File: config.mk
export PLATFORM = sky130hd
export DESIGN_NAME = readout_sink
export DESIGN_NICKNAME = d
export VERILOG_FILES = /design/src/rtl/readout_pkg.sv /design/src/rtl/readout_buf.sv /design/src/rtl/readout_sink.sv
export SDC_FILE = /design/constraint.sdc
export NUM_CORES = 2
export LEC_CHECK = 0
export BUFFER_PORTS_ARGS = -buffer_cell sky130_fd_sc_hd__clkbuf_2
export CAP_MARGIN = 10
export CORE_MARGIN = 1.5
export CORE_UTILIZATION = 35
export CTS_CLUSTER_DIAMETER = 80
export DETAILED_ROUTE_END_ITERATION = 8
export PLACE_DENSITY = 0.58
export SETUP_SLACK_MARGIN = 0.2
export SLEW_MARGIN = 20
export SYNTH_ARGS = -nofsm -noshare
export SYNTH_HDL_FRONTEND = slang
export SYNTH_SLANG_ARGS = --single-unit
File: constraint.sdc
create_clock -name clk -period 3.7 [get_ports clk]
set_input_delay 0.74 -clock clk [delete_from_list [all_inputs] [get_ports clk]]
set_output_delay 0.74 -clock clk [all_outputs]
set_load 0.01 [all_outputs]
File: src/rtl/readout_pkg.sv
// Shared types and widths for the readout address/data path.
// Defaults match the address generator so both ends agree on frame geometry.
package readout_pkg;

  localparam int DEF_ADDR_W = 8;
  localparam int DEF_DATA_W = 8;
  localparam int CHECKSUM_W = 16;

  typedef enum logic {
    IDLE    = 1'b0,
    CAPTURE = 1'b1
  } state_e;

endpackage

File: src/rtl/readout_buf.sv
// Frame buffer: one write port, registered read port (1 cycle), old data on collision.
// No backpressure: a write is accepted every cycle we is high.
module readout_buf #(
  parameter int ADDR_W = 8,
  parameter int DATA_W = 8
) (
  input  logic              clk,
  input  logic              rst,
  input  logic              we,
  input  logic [ADDR_W-1:0] wr_addr,
  input  logic [DATA_W-1:0] wr_data,
  input  logic [ADDR_W-1:0] rd_addr,
  output logic [DATA_W-1:0] rd_data
);

  logic [DATA_W-1:0] mem [2**ADDR_W];
  logic [DATA_W-1:0] rd_data_d;
  logic [DATA_W-1:0] rd_data_q;

  always_ff @(posedge clk) begin
    if (we) mem[wr_addr] <= wr_data;
  end

  // Read sees the array before this edge's write lands, giving old data on collision.
  always_comb rd_data_d = mem[rd_addr];

  always_ff @(posedge clk or posedge rst) begin
    if (rst) rd_data_q <= '0;
    else     rd_data_q <= rd_data_d;
  end

  assign rd_data = rd_data_q;

endmodule

File: src/rtl/readout_sink.sv
// Captures a 0..DEPTH-1 readout frame into a buffer, checking order and summing words.
// Frame status registered one cycle after the closing beat; no backpressure, every beat accepted.
module readout_sink
  import readout_pkg::*;
#(
  parameter int ADDR_W = DEF_ADDR_W,
  parameter int DATA_W = DEF_DATA_W,
  parameter int RD_LAT = 1
) (
  input  logic                  clk,
  input  logic                  rst,
  input  logic                  running,
  input  logic [ADDR_W-1:0]     addr,
  input  logic [DATA_W-1:0]     data,
  input  logic [ADDR_W-1:0]     rd_addr,
  output logic [DATA_W-1:0]     rd_data,
  output logic                  busy,
  output logic                  done,
  output logic [ADDR_W:0]       count,
  output logic [CHECKSUM_W-1:0] sum,
  output logic                  seq_err,
  output logic                  short_err
);

  localparam logic [ADDR_W:0] DEPTH_C = (ADDR_W+1)'(2**ADDR_W);

  logic              v;
  logic [ADDR_W-1:0] a;

  if (RD_LAT == 0) begin : g_nodly
    assign v = running;
    assign a = addr;
  end else begin : g_dly
    logic [RD_LAT-1:0]             run_q;
    logic [RD_LAT-1:0][ADDR_W-1:0] adr_q;

    always_ff @(posedge clk or posedge rst) begin
      if (rst) begin
        run_q <= '0;
        adr_q <= '0;
      end else begin
        run_q[0] <= running;
        adr_q[0] <= addr;
        for (int i = 1; i < RD_LAT; i++) begin
          run_q[i] <= run_q[i-1];
          adr_q[i] <= adr_q[i-1];
        end
      end
    end

    assign v = run_q[RD_LAT-1];
    assign a = adr_q[RD_LAT-1];
  end

  readout_buf #(.ADDR_W(ADDR_W), .DATA_W(DATA_W)) u_buf (
    .clk     (clk),
    .rst     (rst),
    .we      (v),
    .wr_addr (a),
    .wr_data (data),
    .rd_addr (rd_addr),
    .rd_data (rd_data)
  );

  state_e                state_q, state_d;
  logic [ADDR_W:0]       cnt_q, cnt_d;
  logic [CHECKSUM_W-1:0] acc_q, acc_d;
  logic [ADDR_W-1:0]     exp_q, exp_d;
  logic                  busy_q, busy_d;
  logic                  done_q, done_d;
  logic [ADDR_W:0]       count_q, count_d;
  logic [CHECKSUM_W-1:0] sum_q, sum_d;
  logic                  seq_err_q, seq_err_d;
  logic                  short_err_q, short_err_d;

  always_comb begin
    state_d     = state_q;
    cnt_d       = cnt_q;
    acc_d       = acc_q;
    exp_d       = exp_q;
    busy_d      = busy_q;
    done_d      = 1'b0;
    count_d     = count_q;
    sum_d       = sum_q;
    seq_err_d   = seq_err_q;
    short_err_d = short_err_q;

    unique case (state_q)
      IDLE: begin
        if (v && a == '0) begin
          state_d     = CAPTURE;
          busy_d      = 1'b1;
          cnt_d       = (ADDR_W+1)'(1);
          acc_d       = CHECKSUM_W'(data);
          exp_d       = ADDR_W'(1);
          seq_err_d   = 1'b0;
          short_err_d = 1'b0;
        end else if (v) begin
          seq_err_d = 1'b1;
        end
      end
      CAPTURE: begin
        if (!v || (a == '0 && exp_q == '0)) begin
          done_d      = 1'b1;
          count_d     = cnt_q;
          sum_d       = acc_q;
          short_err_d = (cnt_q < DEPTH_C);
        end
        if (!v) begin
          state_d = IDLE;
          busy_d  = 1'b0;
        end else if (a == '0 && exp_q == '0) begin
          // Wrap straight into the next frame; this beat is its first word.
          cnt_d     = (ADDR_W+1)'(1);
          acc_d     = CHECKSUM_W'(data);
          exp_d     = ADDR_W'(1);
          seq_err_d = 1'b0;
        end else begin
          cnt_d = (cnt_q == DEPTH_C) ? cnt_q : cnt_q + (ADDR_W+1)'(1);
          acc_d = acc_q + CHECKSUM_W'(data);
          exp_d = a + ADDR_W'(1);
          if (a != exp_q) seq_err_d = 1'b1;
        end
      end
      default: state_d = IDLE;
    endcase
  end

  always_ff @(posedge clk or posedge rst) begin
    if (rst) begin
      state_q     <= IDLE;
      cnt_q       <= '0;
      acc_q       <= '0;
      exp_q       <= '0;
      busy_q      <= 1'b0;
      done_q      <= 1'b0;
      count_q     <= '0;
      sum_q       <= '0;
      seq_err_q   <= 1'b0;
      short_err_q <= 1'b0;
    end else begin
      state_q     <= state_d;
      cnt_q       <= cnt_d;
      acc_q       <= acc_d;
      exp_q       <= exp_d;
      busy_q      <= busy_d;
      done_q      <= done_d;
      count_q     <= count_d;
      sum_q       <= sum_d;
      seq_err_q   <= seq_err_d;
      short_err_q <= short_err_d;
    end
  end

  assign busy      = busy_q;
  assign done      = done_q;
  assign count     = count_q;
  assign sum       = sum_q;
  assign seq_err   = seq_err_q;
  assign short_err = short_err_q;

endmodule
==> impl_metrics.py <==
metrics = {
    "power": {
        "p_sw_w": 0.0109,
        "power_share_of_the_clock_group_pct": 42.5,
        "sequential_power_share_pct": 52.3,
        "vdd_ir_drop_max_mv": 0.455,
        "powerDensity_nw_per_um2": 527,
        "power.share.combinational_pct": 5.2,
        "internal-power_w": 0.0398,
        "switching_share_pct": 21.5,
        "cellLeakagePower_nw": 31.0,
        "report.power.total_w": 0.0507,
    },
    "drt": {
        "routed_wl_mm": 212,
        "number_of_remaining_drc_errors": 0,
        "detailroute.via_count": 41153,
        "wl_per_cell_um": 27.5,
        "drt-pass1-iter-count": 5,
        "dr.first_iter.drc_count": 4278,
        "via_per_inst": 5.34,
        "postRouteAntennaNets": 0,
    },
    "timing": {
        "final.setup_skew_ps": 32.6,
        "min_period_ps": 2870,
        "finalSetupViolCount": 0,
        "holdWs_ps": 216,
        "grt_setup_unrepaired": "false",
        "maxSlewHeadroom_pct": 24.9,
        "worst_pin_slew_ps": 1100,
        "fin_hold_viols": 0,
        "slew_violations": 0,
        "fmaxAchievable_mhz": 349,
        "period_share_pct": 77.5,
        "finalSetupTns_ps": 0,
    },
    "setup_path": {
        "endpoint_kind": "register",
        "worst_ep_arrival_time_ps": 3660,
        "crit_path_start_kind": "register",
        "reg2reg_from": "a[4]$_DFF_PP0_",
        "required_time_worst_endpoint_ps": 4500,
        "ff2ff_setup_slack_ps": 830,
        "regToRegEndpoint": "acc_q[15]$_DFFE_PP0P_",
        "critical_path_peak_fanout": 18,
        "criticalPathCategory": "register to register",
        "worst_r2r_path_depth": 7,
    },
    "floorplan": {
        "num_rows": 178,
        "dieArea_um2": 239000,
        "chipHeight_um": 489,
        "floorplan.core_area_um2": 235000,
        "io_pins": 64,
        "initial_core_util_pct": 35.2,
        "fp.dieW_um": 489,
    },
    "clocking": {
        "clkSinkCount": 2128,
        "clk-insertion-delay-late_ps": 860,
        "cts-htree-levels": 4,
        "cts-root-buf": "sky130_fd_sc_hd__clkbuf_16",
        "cts_tree": "built",
        "clock_buffers_created_by_tritoncts": 205,
        "clk_pin_slew_worst_paths_ps": 60,
        "max-clock-path-buffers": 3,
        "number_of_cells_upsized_or_downsized_after_cts": 0,
    },
    "global_routing": {
        "grt_use_total_pct": 17.7,
        "grt_pass1_vias": 41729,
        "grt_start_max_net_pins": 180,
        "grt_pass1_wl_mm": 305,
        "antenna_violations_before_repair": 10,
        "globalRoute.totalOverflow": 0,
    },
    "status": {
        "outcome": "finished, final reports clean",
    },
    "layout": {
        "finish.net_count": 4425,
        "final_layout_size_suffix_gt1_share_pct": 27.9,
        "areaGrowthSynthToFinish_pct": 16.4,
        "mostFrequentLayoutCell": "sky130_fd_sc_hd__edfxtp_1",
        "most-common-layout-cells": "sky130_fd_sc_hd__edfxtp_1 (2048), sky130_fd_sc_hd__mux4_2 (511), sky130_fd_sc_hd__buf_4 (316)",
    },
    "flow_run": {
        "drv.max_cap_violation_count": 0,
    },
    "synth": {
        "mappedNetlistNets": 4019,
        "synthesis.instances": 3977,
        "postSynthRegisterBits": 2128,
        "synth-warning-count": 0,
        "number_of_enable_flip_flop_cells_after_synthesis": 2048,
        "synth.avg_cell_area_um2": 20.8,
        "sequential_cell_area_fraction_in_the_yosys_report_pct": 76.7,
        "ys_async_sr_fraction_pct": 3.76,
        "postSynth.topFlopCell": "sky130_fd_sc_hd__edfxtp_1",
        "synth.distinct_cells": 64,
        "synth_area_um2": 82800,
    },
    "placed_design": {
        "finalWeightedCongestion": 0.824,
        "place_hpwl_mm": 132,
        "buffer_ports.inserted": 63,
    },
    "hold_path": {
        "hold_path_startpoint": "data[6]",
        "worstHoldPathCells": 1,
        "hold_class": "input pin to register",
        "worst_hold_path_ep": "u_buf.mem[44][6]$_DFFE_PP_",
    },
}
[final cells by class]
| class | count | area, µm² |
|---|---|---|
| antenna | 6 | 15.0 |
| clock buffer | 255 | 5470 |
| clock inverter | 124 | 1460 |
| fill | 20673 | 139000 |
| inverter | 11 | 43.8 |
| multi-input combinational | 1604 | 18100 |
| sequential | 2128 | 63500 |
| tap | 3150 | 3940 |
| timing repair buffer | 433 | 3790 |
[metal layers]
metal / GRT usage, % / vias to the layer above / share of wire [%]
li1: - / 17309 / -
met1: 24.8 / 22160 / 43
met2: 28.6 / 1405 / 49
met3: 2.57 / 279 / 6.0
met4: 5.26 / 0 / 2.6
met5: 0 / - / 0
[worst max-delay path by stage]
| stage | start | end | slack [ps] |
|---|---|---|---|
| after floorplan | rd_addr[0] | u_buf.rd_data[6]$_DFF_PP0_ | 750 |
| after global placement | rd_addr[0] | u_buf.rd_data[4]$_DFF_PP0_ | -2 |
| after detailed placement | rd_addr[0] | u_buf.rd_data[4]$_DFF_PP0_ | -0.2 |
| after CTS | a[4]$_DFF_PP0_ | acc_q[15]$_DFFE_PP0P_ | 810 |
| after global routing | a[0]$_DFF_PP0_ | acc_q[13]$_DFFE_PP0P_ | 580 |
| final | a[4]$_DFF_PP0_ | acc_q[15]$_DFFE_PP0P_ | 830 |
[state kept, by name, summed over array words and instances (netlist names)]
name / count
seq_err: 1
count: 9
cnt_q: 9
u_buf.mem: 2048
state_q: 1
sum: 16
exp_q: 8
g_dly.run_q: 1
short_err: 1
done: 1
acc_q: 16
a: 8
busy: 1
u_buf.rd_data: 8
[synth_stat cells (all sizes together), types with 4 or more instances]
cell | instances | area [µm²]
nor3 | 17 | 85.1
a2111oi | 13 | 114
a22oi | 7 | 52.6
a22o | 5 | 43.8
a221oi | 5 | 43.8
a21o | 5 | 37.5
and3 | 36 | 225
xor2 | 16 | 140
a211oi | 40 | 300
and2 | 8 | 52.6
o211a | 4 | 40.0
ha | 14 | 175
or4 | 7 | 60.1
nor2b | 23 | 144
o31ai | 8 | 60.1
a21oi | 24 | 120
clkbuf | 133 | 499
nand4 | 8 | 50.1
mux2 | 21 | 236
nor4 | 14 | 87.6
dfrtp | 80 | 2000
a31oi | 7 | 58.8
nand2b | 9 | 56.3
inv | 10 | 37.5
edfxtp | 2048 | 61500
xnor2 | 5 | 43.8
mux2i | 127 | 1270
o21ai | 74 | 370
o22ai | 97 | 607
nand2 | 119 | 449
o221ai | 4 | 35.0
nor4b | 4 | 35.0
nor2 | 284 | 1070
buf | 101 | 596
mux4 | 511 | 11500
nand3 | 52 | 260
o211ai | 13 | 97.6
[through the flow]
stage	instance area (µm²)	utilization (%)	setup slack [ps]	cells
after global routing	96400	41.0	579	7709
after CTS	96400	41.0	813	7705
final	96400	41.0	834	7711
after floorplan	82800	-	745	3977
after global placement	89300	38.0	-2.41	7316
after detailed placement	89300	38.0	-0.177	7316
[power groups by stage]
stage / logic [W] / clock network, W / registers [W]
6_report: 0.00264 / 0.0216 / 0.0265
3_5_place_dp: 0.00267 / 0 / 0.0271
3_3_place_gp: 0.00263 / 0 / 0.0271
5_1_grt: 0.00280 / 0.0228 / 0.0265
4_1_cts: 0.00268 / 0.0219 / 0.0266
2_1_floorplan: 0.00132 / 0 / 0.0270
[timing repair]
action / in CTS / in global routing
setup buffers: 0 / 0
endpoints found under the setup margin: 0 / 0
hold endpoints to repair: 47 / 0
hold buffers: 10 / 0
[worst max-delay path, stage by stage (launching register included)]
cell	delay [ps]
sky130_fd_sc_hd__dfrtp_1	370
sky130_fd_sc_hd__or4_4	720
sky130_fd_sc_hd__nor2_1	250
sky130_fd_sc_hd__a21oi_2	60
sky130_fd_sc_hd__inv_1	400
sky130_fd_sc_hd__nand2_1	330
sky130_fd_sc_hd__or4_1	570
sky130_fd_sc_hd__nand3_1	90
[cells by family after synthesis]
logic type	count (synthesis)	share of synthesized area, %
flip-flops	2128	76.7
multiplexers	659	15.7
AND/OR/NAND/NOR	591	3.21
AO/OA/AOI/OAI	318	2.52
buffers and inverters	245	1.37
XOR/XNOR	21	0.222
adder cells (fa/ha/maj)	15	0.236
(Power assumes the default switching activity.)
